--- config.mk ---
export PLATFORM = sky130hd
export DESIGN_NAME = core_wb_arb
export DESIGN_NICKNAME = d
export VERILOG_FILES = /design/src/rtl/core_wb_arb.sv
export SDC_FILE = /design/constraint.sdc
export NUM_CORES = 1
export LEC_CHECK = 0
export CAP_MARGIN = 30
export CORE_AREA = 4 4 123 125
export DETAILED_ROUTE_END_ITERATION = 8
export DIE_AREA = 0 0 127 129
export PLACE_DENSITY = 0.65
export SYNTH_ARGS = -nofsm -noshare
export SYNTH_HDL_FRONTEND = slang
export SYNTH_SLANG_ARGS = --single-unit
--- constraint.sdc ---
create_clock -name clk -period 2.6 [get_ports clk]
set_input_delay 0.52 -clock clk [delete_from_list [all_inputs] [get_ports clk]]
set_output_delay 0.52 -clock clk [all_outputs]
set_load 0.02 [all_outputs]
--- src/rtl/core_wb_arb.sv ---
// rtl/core_wb_arb.sv - two-master Wishbone arbiter with bus watchdog
//
// Ports:
//   clk, rst            core clock, synchronous active-high reset
//   m0_* / m1_*         master ports (m0 = instruction fetch, m1 = load/store unit):
//                       adr/dat/sel/we/cyc/stb in, dat/ack/err/rty out
//   adr_o..stb_o        slave request side, driven only while a master is granted
//   dat_i, ack_i,
//   err_i, rty_i        slave response side
//   gnt_o               one-hot current grant {m1,m0}, 00 when no master owns the bus
//   timeout_o           one-cycle pulse when the watchdog aborts a strobe
module core_wb_arb #(
    parameter int AW      = 32,
    parameter int DW      = 32,
    parameter int TIMEOUT = 255,
    parameter int TO_W    = 8
) (
    input  logic            clk,
    input  logic            rst,
    input  logic [AW-1:0]   m0_adr_i,
    input  logic [DW-1:0]   m0_dat_i,
    input  logic [DW/8-1:0] m0_sel_i,
    input  logic            m0_we_i,
    input  logic            m0_cyc_i,
    input  logic            m0_stb_i,
    output logic [DW-1:0]   m0_dat_o,
    output logic            m0_ack_o,
    output logic            m0_err_o,
    output logic            m0_rty_o,
    input  logic [AW-1:0]   m1_adr_i,
    input  logic [DW-1:0]   m1_dat_i,
    input  logic [DW/8-1:0] m1_sel_i,
    input  logic            m1_we_i,
    input  logic            m1_cyc_i,
    input  logic            m1_stb_i,
    output logic [DW-1:0]   m1_dat_o,
    output logic            m1_ack_o,
    output logic            m1_err_o,
    output logic            m1_rty_o,
    output logic [AW-1:0]   adr_o,
    output logic [DW-1:0]   dat_o,
    input  logic [DW-1:0]   dat_i,
    output logic [DW/8-1:0] sel_o,
    output logic            we_o,
    output logic            cyc_o,
    output logic            stb_o,
    input  logic            ack_i,
    input  logic            err_i,
    input  logic            rty_i,
    output logic [1:0]      gnt_o,
    output logic            timeout_o
);

    localparam logic [TO_W-1:0] WDOG_LAST = TO_W'(TIMEOUT - 1);
    localparam logic [TO_W-1:0] WDOG_MAX  = '1;

    typedef enum logic [1:0] {IDLE, GNT0, GNT1, ABORT} state_t;

    state_t          state, state_nxt;
    logic            last, last_nxt;      // 1 = m1 owned the bus most recently
    logic [TO_W-1:0] wdog, wdog_nxt;
    logic            granted, sel_m1, cur_cyc, term, wdog_fire;
    logic            fwd_ack, fwd_err, fwd_rty;

    always_ff @(posedge clk) begin
        if (rst) begin
            state <= IDLE;
            last  <= 1'b0;
            wdog  <= '0;
        end else begin
            state <= state_nxt;
            last  <= last_nxt;
            wdog  <= wdog_nxt;
        end
    end

    always_comb begin
        state_nxt = state;
        last_nxt  = last;
        wdog_nxt  = '0;
        adr_o     = '0;
        dat_o     = '0;
        sel_o     = '0;
        we_o      = 1'b0;
        cyc_o     = 1'b0;
        stb_o     = 1'b0;
        gnt_o     = 2'b00;
        m0_dat_o  = dat_i;
        m1_dat_o  = dat_i;

        granted = (state == GNT0) || (state == GNT1);
        sel_m1  = (state == GNT1);
        cur_cyc = sel_m1 ? m1_cyc_i : m0_cyc_i;

        if (granted) begin
            gnt_o = sel_m1 ? 2'b10 : 2'b01;
            cyc_o = cur_cyc;
            stb_o = sel_m1 ? m1_stb_i : m0_stb_i;
            adr_o = sel_m1 ? m1_adr_i : m0_adr_i;
            dat_o = sel_m1 ? m1_dat_i : m0_dat_i;
            sel_o = sel_m1 ? m1_sel_i : m0_sel_i;
            we_o  = sel_m1 ? m1_we_i  : m0_we_i;
        end

        // Terminations count only against a live strobe; any real termination
        // pre-empts the watchdog, so an ack on the last cycle still succeeds.
        term      = ack_i | err_i | rty_i;
        wdog_fire = stb_o && !term && (wdog == WDOG_LAST);
        fwd_ack   = stb_o & ack_i;
        fwd_err   = (stb_o & err_i) | wdog_fire;
        fwd_rty   = stb_o & rty_i;
        timeout_o = wdog_fire;

        m0_ack_o = fwd_ack & (state == GNT0);
        m0_err_o = fwd_err & (state == GNT0);
        m0_rty_o = fwd_rty & (state == GNT0);
        m1_ack_o = fwd_ack & sel_m1;
        m1_err_o = fwd_err & sel_m1;
        m1_rty_o = fwd_rty & sel_m1;

        case (state)
            IDLE: begin
                if (m0_cyc_i && m1_cyc_i) state_nxt = last ? GNT0 : GNT1;
                else if (m1_cyc_i)        state_nxt = GNT1;
                else if (m0_cyc_i)        state_nxt = GNT0;
            end
            GNT0, GNT1: begin
                // last also records the aborted owner, so ABORT knows whose cyc to watch
                if (wdog_fire) begin
                    state_nxt = ABORT;
                    last_nxt  = sel_m1;
                end else if (!cur_cyc) begin
                    state_nxt = IDLE;
                    last_nxt  = sel_m1;
                end
            end
            ABORT: begin
                if (!(last ? m1_cyc_i : m0_cyc_i)) state_nxt = IDLE;
            end
            default: state_nxt = IDLE;
        endcase

        if (granted && (state_nxt == state) && stb_o && !term)
            wdog_nxt = (wdog == WDOG_MAX) ? wdog : wdog + 1'b1;
    end

endmodule

==> summary.md, run 1 <==
| Metric | Value |
|---|---|
| CTS tree | `built` |
| RSZ-0062 raised after global routing | `false` |
| Syn avg cell area | `7.994 um^2` |
| Worst r2r dst | `wdog[0]` |
| Async SR Flop Fraction | `0%` |
| FF+latch count, synth | `11` |
| Num CTS Buffers | `3` |
| Total of max-cap violations | `0` |
| Crit path max fanout | `22` |
| Distinct cells, synth | `36` |
| Largest net degree at the start of global routing | `42` |
| Drt first pass iters | `4` |
| I/O Pins | `323` |
| Detailed Route Iter0 Violations | `98` |
| CORE AREA | `13880 um^2` |
| Worst reg-to-reg setup slack | `0.48 ns` |
| Syn. warnings | `0` |
| Relative slew slack | `71.99%` |
| DRT Wirelength | `11670 um` |
| # setup viols final | `0` |
| GRT Total Usage | `13.05%` |
| Ys flop type | `dfxtp_1` |
| Leading cell types in the layout, fill and taps excluded | `clkdlybuf4s50_1, dlygate4sd2_1, mux2i_1` |
| Clk root buf | `clkbuf_16` |
| DRC Markers | `0` |
| Lkg Pwr | `0.002050 uW` |
| Vias in the first global route | `3047` |
| Post-synth EDFFs | `0` |
| Setup ws final | `0.1753 ns` |
| Layout cells sized above 1 | `9.053%` |
| Avg WL per Cell | `17.52 um` |
| Post-Synthesis Cell Area | `2526 um^2` |
| Vias per cell | `4.066` |
| Fillers | `1460` |
| Worst setup path startpoint | `state[0]` |
| Die width | `127 um` |
| Max-slew violations | `0` |
| DPL Wire Length | `9724 um` |
| Pwr per Cell Area | `700.9 nW/um^2` |
| Cts hold-fix bufs | `0` |
| Syn Inst Count | `316` |
| Worst r2r src | `state[0]` |
| Fin Hold WS | `0.5645 ns` |
| Hold Fails Final Rpt | `0` |
| Worst setup endpoint | `dat_o[30]` |
| Setup Crit Path Kind | `reg -> out` |
| Status | `complete, no violations` |
| Final ANT Viol Nets | `0` |
| Initial antenna violation count | `1` |
| Final net count | `672` |
| Worst vdd ir | `0.2949 mV` |
| First-pass GRT wire length | `16900 um` |
| Row count | `43` |
| GPL Wtd Cong | `0.8227` |
| Worst-case clock buffer depth | `2` |
| CP Capture Type | `output pin` |
| CTS clk-pin slew, worst paths | `0.04 ns` |
| H-tree depth | `1` |
| Gr ovfl total | `0` |
| Max Clock Freq | `412.4 MHz` |
| Area Overhead vs Synth | `85.83%` |
| Routed vias | `2708` |
| Die height | `129 um` |
| Mapped Nets | `501` |
| CP arrival | `1.90 ns` |
| Dpl ws | `-0.4402 ns` |
| Port-buffer cells | `226` |
| Skew final | `0.001334 ns` |
| Reg2Reg Depth | `8` |
| Worst-margin pin slew | `0.4201 ns` |
| Die area | `16380 um^2` |
| Initial Utilization | `18.20%` |
| Worst Path Required | `2.08 ns` |
| Seq/Total Area, Yosys | `8.717%` |
| Clock Sinks | `11` |
| Ant. Diodes | `0` |
| Crit path time final | `2.425 ns` |
| Clock latency on the worst-skew pair | `0.24 ns` |
| Final Cycle Share | `93.26%` |
| Startpoint Class | `register` |
| Commonest non-fill, non-tap cell in the layout | `clkdlybuf4s50_1` |
| Hold Path Class | `reg -> reg` |
==> critical path: stages (launching register included) <==
cell and delay (ns):
dfxtp_1 0.31, inv_2 0.09, ha_4 0.21, buf_16 0.21
buf_4 0.21, mux2i_1 0.23, nor2b_1 0.07, dlygate4sd2_1 0.32
==> worst min path at each step <==
stage,slack [ns],endpoint,start,cells past startpoint
floorplan,0.49,state[0],state[0],2
global placement,0.55,wdog[5],wdog[5],2
detailed placement,0.56,wdog[4],wdog[4],2
CTS,0.57,wdog[4],wdog[4],2
global route,0.59,wdog[4],wdog[4],2
finish,0.56,wdog[4],wdog[4],2
==> cells by family after synthesis <==
logic type | count (synthesis) | share of synthesized area, %
AND/OR/NAND/NOR | 110 | 27.09
buffers and inverters | 89 | 23.38
multiplexers | 77 | 30.86
AO/OA/AOI/OAI | 21 | 6.291
flip-flops | 11 | 8.717
adder cells (fa/ha/maj) | 6 | 2.972
XOR/XNOR | 2 | 0.6935
==> sequential cells by signal, summed over array words and instances, names as in the netlist <==
register and count:
last 1, state 2, wdog 8
==> timing repair <==
action	CTS	global route
cloned	1	0
setup buffers	1	0
gates resized for setup	85	7
endpoints found under the setup margin	77	4
==> cell type report <==
cell class | instances | area [um^2] | share of cell area, %
repair buffers | 249 | 2397 | 51.07
multi-input cells | 216 | 1750 | 37.29
well taps | 180 | 225.2 | 4.797
flip-flops and latches | 11 | 220.2 | 4.691
clock buffers | 4 | 78.83 | 1.679
inverters | 6 | 22.52 | 0.4797
==> routing by layer <==
metal	vias up	routed length, um	track usage [%]
met1	1186	4557	14.92
met5	-	13	0
met3	21	1107	5.562
met4	2	171	2.587
met2	143	5815	22.88
li1	1356	-	-
==> metrics by stage <==
stage	utilization, %	area (um^2)	instances	total power [uW]	setup TNS (ns)
floorplan	-	2526	316	1993	0
global placement	33.43	4641	660	3216	-2.325
detailed placement	33.43	4641	660	3227	-2.483
CTS	33.88	4703	666	3354	0
global route	33.82	4695	666	3509	0
finish	33.82	4695	666	3290	0
==> synthesized netlist by cell type, types with 2 or more instances <==
library cell	number	area, um^2
mux2_2	3	33.78
nor4_1	6	37.54
a22o_1	2	17.52
buf_4	66	495.5
ha_1	6	75.07
nand2_1	9	33.78
nand3_1	5	25.02
inv_1	6	22.52
a221oi_1	2	17.52
clkbuf_1	10	37.54
nand4_1	2	12.51
and3_1	5	31.28
and2_1	3	18.77
buf_2	6	30.03
dfxtp_1	11	220.2
nor2b_1	71	444.2
o21ai_0	6	30.03
mux2i_1	73	730.7
nand2b_1	3	18.77
a21oi_1	5	25.02
==> where the power goes <==
part	switching [uW]	internal [uW]
combinational	1470	1340
clock	74.9	206
sequential	11.1	182
No activity file was read; power rests on OpenSTA's default activity.
==> run 2, diff against run 1 <==
--- a/config.mk
+++ b/config.mk
@@ -10,6 +10,7 @@
 export DETAILED_ROUTE_END_ITERATION = 8
 export DIE_AREA = 0 0 127 129
 export PLACE_DENSITY = 0.65
+export SETUP_SLACK_MARGIN = 0.1
 export SYNTH_ARGS = -nofsm -noshare
 export SYNTH_HDL_FRONTEND = slang
 export SYNTH_SLANG_ARGS = --single-unit
==> summary.md, run 2 (same netlist as run 1, synthesis figures left out) <==
| Metric | Value |
|---|---|
| Vias per cell | `4.168` |
| Commonest non-fill, non-tap cell in the layout | `clkdlybuf4s50_1` |
| Crit path time final | `2.444 ns` |
| DPL Wire Length | `8916 um` |
| GRT Total Usage | `11.33%` |
| Num CTS Buffers | `3` |
| Relative slew slack | `71.03%` |
| Detailed Route Iter0 Violations | `45` |
| RSZ-0062 raised after global routing | `true` |
| CP Cell Sequence | `clkdlybuf4s50_1 > mux2i_2 > nor2b_2 > buf_4 > and3_1 > dlygate4sd2_1` |
| Final net count | `673` |
| Max-slew violations | `0` |
| Ant. Diodes | `0` |
| Worst-margin pin slew | `0.4345 ns` |
| Worst Path Required | `2.08 ns` |
| Port-buffer cells | `226` |
| DRC Markers | `0` |
| Critical path's slowest cell | `clkdlybuf4s50_1` |
| # setup viols final | `0` |
| Hold Path Class | `reg -> reg` |
| Clock latency on the worst-skew pair | `0.24 ns` |
| CORE AREA | `13880 um^2` |
| Finished Cell Area | `4715 um^2` |
| Max Clock Freq | `409.2 MHz` |
| Skew final | `0.004416 ns` |
| Total of max-cap violations | `0` |
| Startpoint Class | `primary input` |
| CP Capture Type | `output pin` |
| Die height | `129 um` |
| CTS tree | `built` |
| Placed insts | `659` |
| Lkg Pwr | `0.002025 uW` |
| Hold Fails Final Rpt | `0` |
| Routed vias | `2780` |
| Row count | `43` |
| Worst vdd ir | `0.6925 mV` |
| Vias in the first global route | `2844` |
| Die area | `16380 um^2` |
| Final Cycle Share | `94.00%` |
| Final Instance Count excl. Fillers | `667` |
| Layout cells sized above 1 | `9.651%` |
| Initial Utilization | `18.20%` |
| Status | `complete, no violations` |
| Clock Sinks | `11` |
| DRT Wirelength | `10550 um` |
| Post-DP Area | `4673 um^2` |
| Die width | `127 um` |
| Fillers | `1431` |
| Crit path max fanout | `5` |
| Area Overhead vs Synth | `86.63%` |
| Avg WL per Cell | `15.81 um` |
| Setup Crit Path Kind | `in -> out` |
| Reg with most FFs | `wdog` |
| CTS clk-pin slew, worst paths | `0.04 ns` |
| Leading cell types in the layout, fill and taps excluded | `clkdlybuf4s50_1, mux2i_1, nor2b_1` |
| Pwr Total | `3300 uW` |
| I/O Pins | `323` |
| CP arrival | `1.92 ns` |
| Initial antenna violation count | `0` |
| Max incr delay on CP | `0.42 ns` |
| Pwr per Cell Area | `700.0 nW/um^2` |
| Largest net degree at the start of global routing | `74` |
| Final ANT Viol Nets | `0` |
| Max reg flops | `8` |
| First-pass GRT wire length | `15060 um` |
| Top flop regs | `wdog (8), state (2), last (1)` |
| Drt first pass iters | `4` |
| Worst-case clock buffer depth | `2` |
| Clk root buf | `clkbuf_16` |
| H-tree depth | `1` |
| Gr ovfl total | `0` |
| GPL Wtd Cong | `0.8473` |
run 2: cell count changes in the layout (fill, tap and decap cells not counted), moves of 2 or more:
| cell | before | now |
|---|---|---|
| mux2i_2 | 0 | 2 |
| clkbuf_2 | 3 | 0 |
| dlygate4sd2_1 | 73 | 69 |
| clkdlybuf4s15_2 | 0 | 2 |
| buf_12 | 1 | 6 |
| clkdlybuf4s15_1 | 0 | 5 |
run 2: repair_timing:
item	in CTS	in global routing
gates resized for setup	87	6
gates cloned	0	0
endpoints found under the setup margin	77	9
pin swaps	0	1
setup buffers	0	4
hold buffers	0	0
run 2: path summary, 6_finish.rpt:
| kind | from | to | slack, ns | cells after the start |
|---|---|---|---|---|
| setup reg to reg | state[1] | wdog[6] | 0.45 | 8 |
| hold / removal | wdog[5] | wdog[5] | 0.57 | 2 |
| hold reg to reg | wdog[5] | wdog[5] | 0.57 | 2 |
| setup / recovery | m0_stb_i | m0_ack_o | 0.16 | 6 |
run 2: routing by layer:
layer	routed length [um]	vias up	global-route usage, %	part of all wire, %
li1	-	1353	-	-
met2	5276	151	20.42	50
met1	3984	1239	12.88	38
met4	295	0	4.227	2.8
met3	988	37	2.906	9.4
met5	0	-	0	0
run 2: layout make-up:
cell class | instances | area, um^2 | share of cell area, %
clock buffer | 4 | 78.83 | 1.672
sequential | 11 | 221.5 | 4.697
inverter | 6 | 22.52 | 0.4777
multi-input combinational | 216 | 1740 | 36.92
timing repair buffer | 250 | 2426 | 51.46
tap | 180 | 225.2 | 4.777
run 2: where the power goes:
| part | switching [uW] | total, uW | internal (uW) |
|---|---|---|---|
| Clock | 80.9 | 287 | 206 |
| Sequential | 12.7 | 195 | 183 |
| Combinational | 1460 | 2820 | 1350 |
run 2: worst max-delay path: cells and delay by family:
| family | cells | cell delay (ns) |
|---|---|---|
| buffers and inverters | 3 | 0.89 |
| muxes | 1 | 0.26 |
| and+or+nand+nor | 2 | 0.25 |
run 2: metrics by stage:
step	hold slack (ns)	TNS, ns	setup WS (ns)	utilization, %
after CTS	0.5758	0	0.1066	33.64
after global routing	0.5972	0	0.06922	33.96
after floorplan	0.4860	0	0.2185	-
final	0.5681	0	0.1560	33.96
after detailed placement	0.5670	-1.067	-0.2421	33.67
after global placement	0.5505	-0.9009	-0.1836	33.67
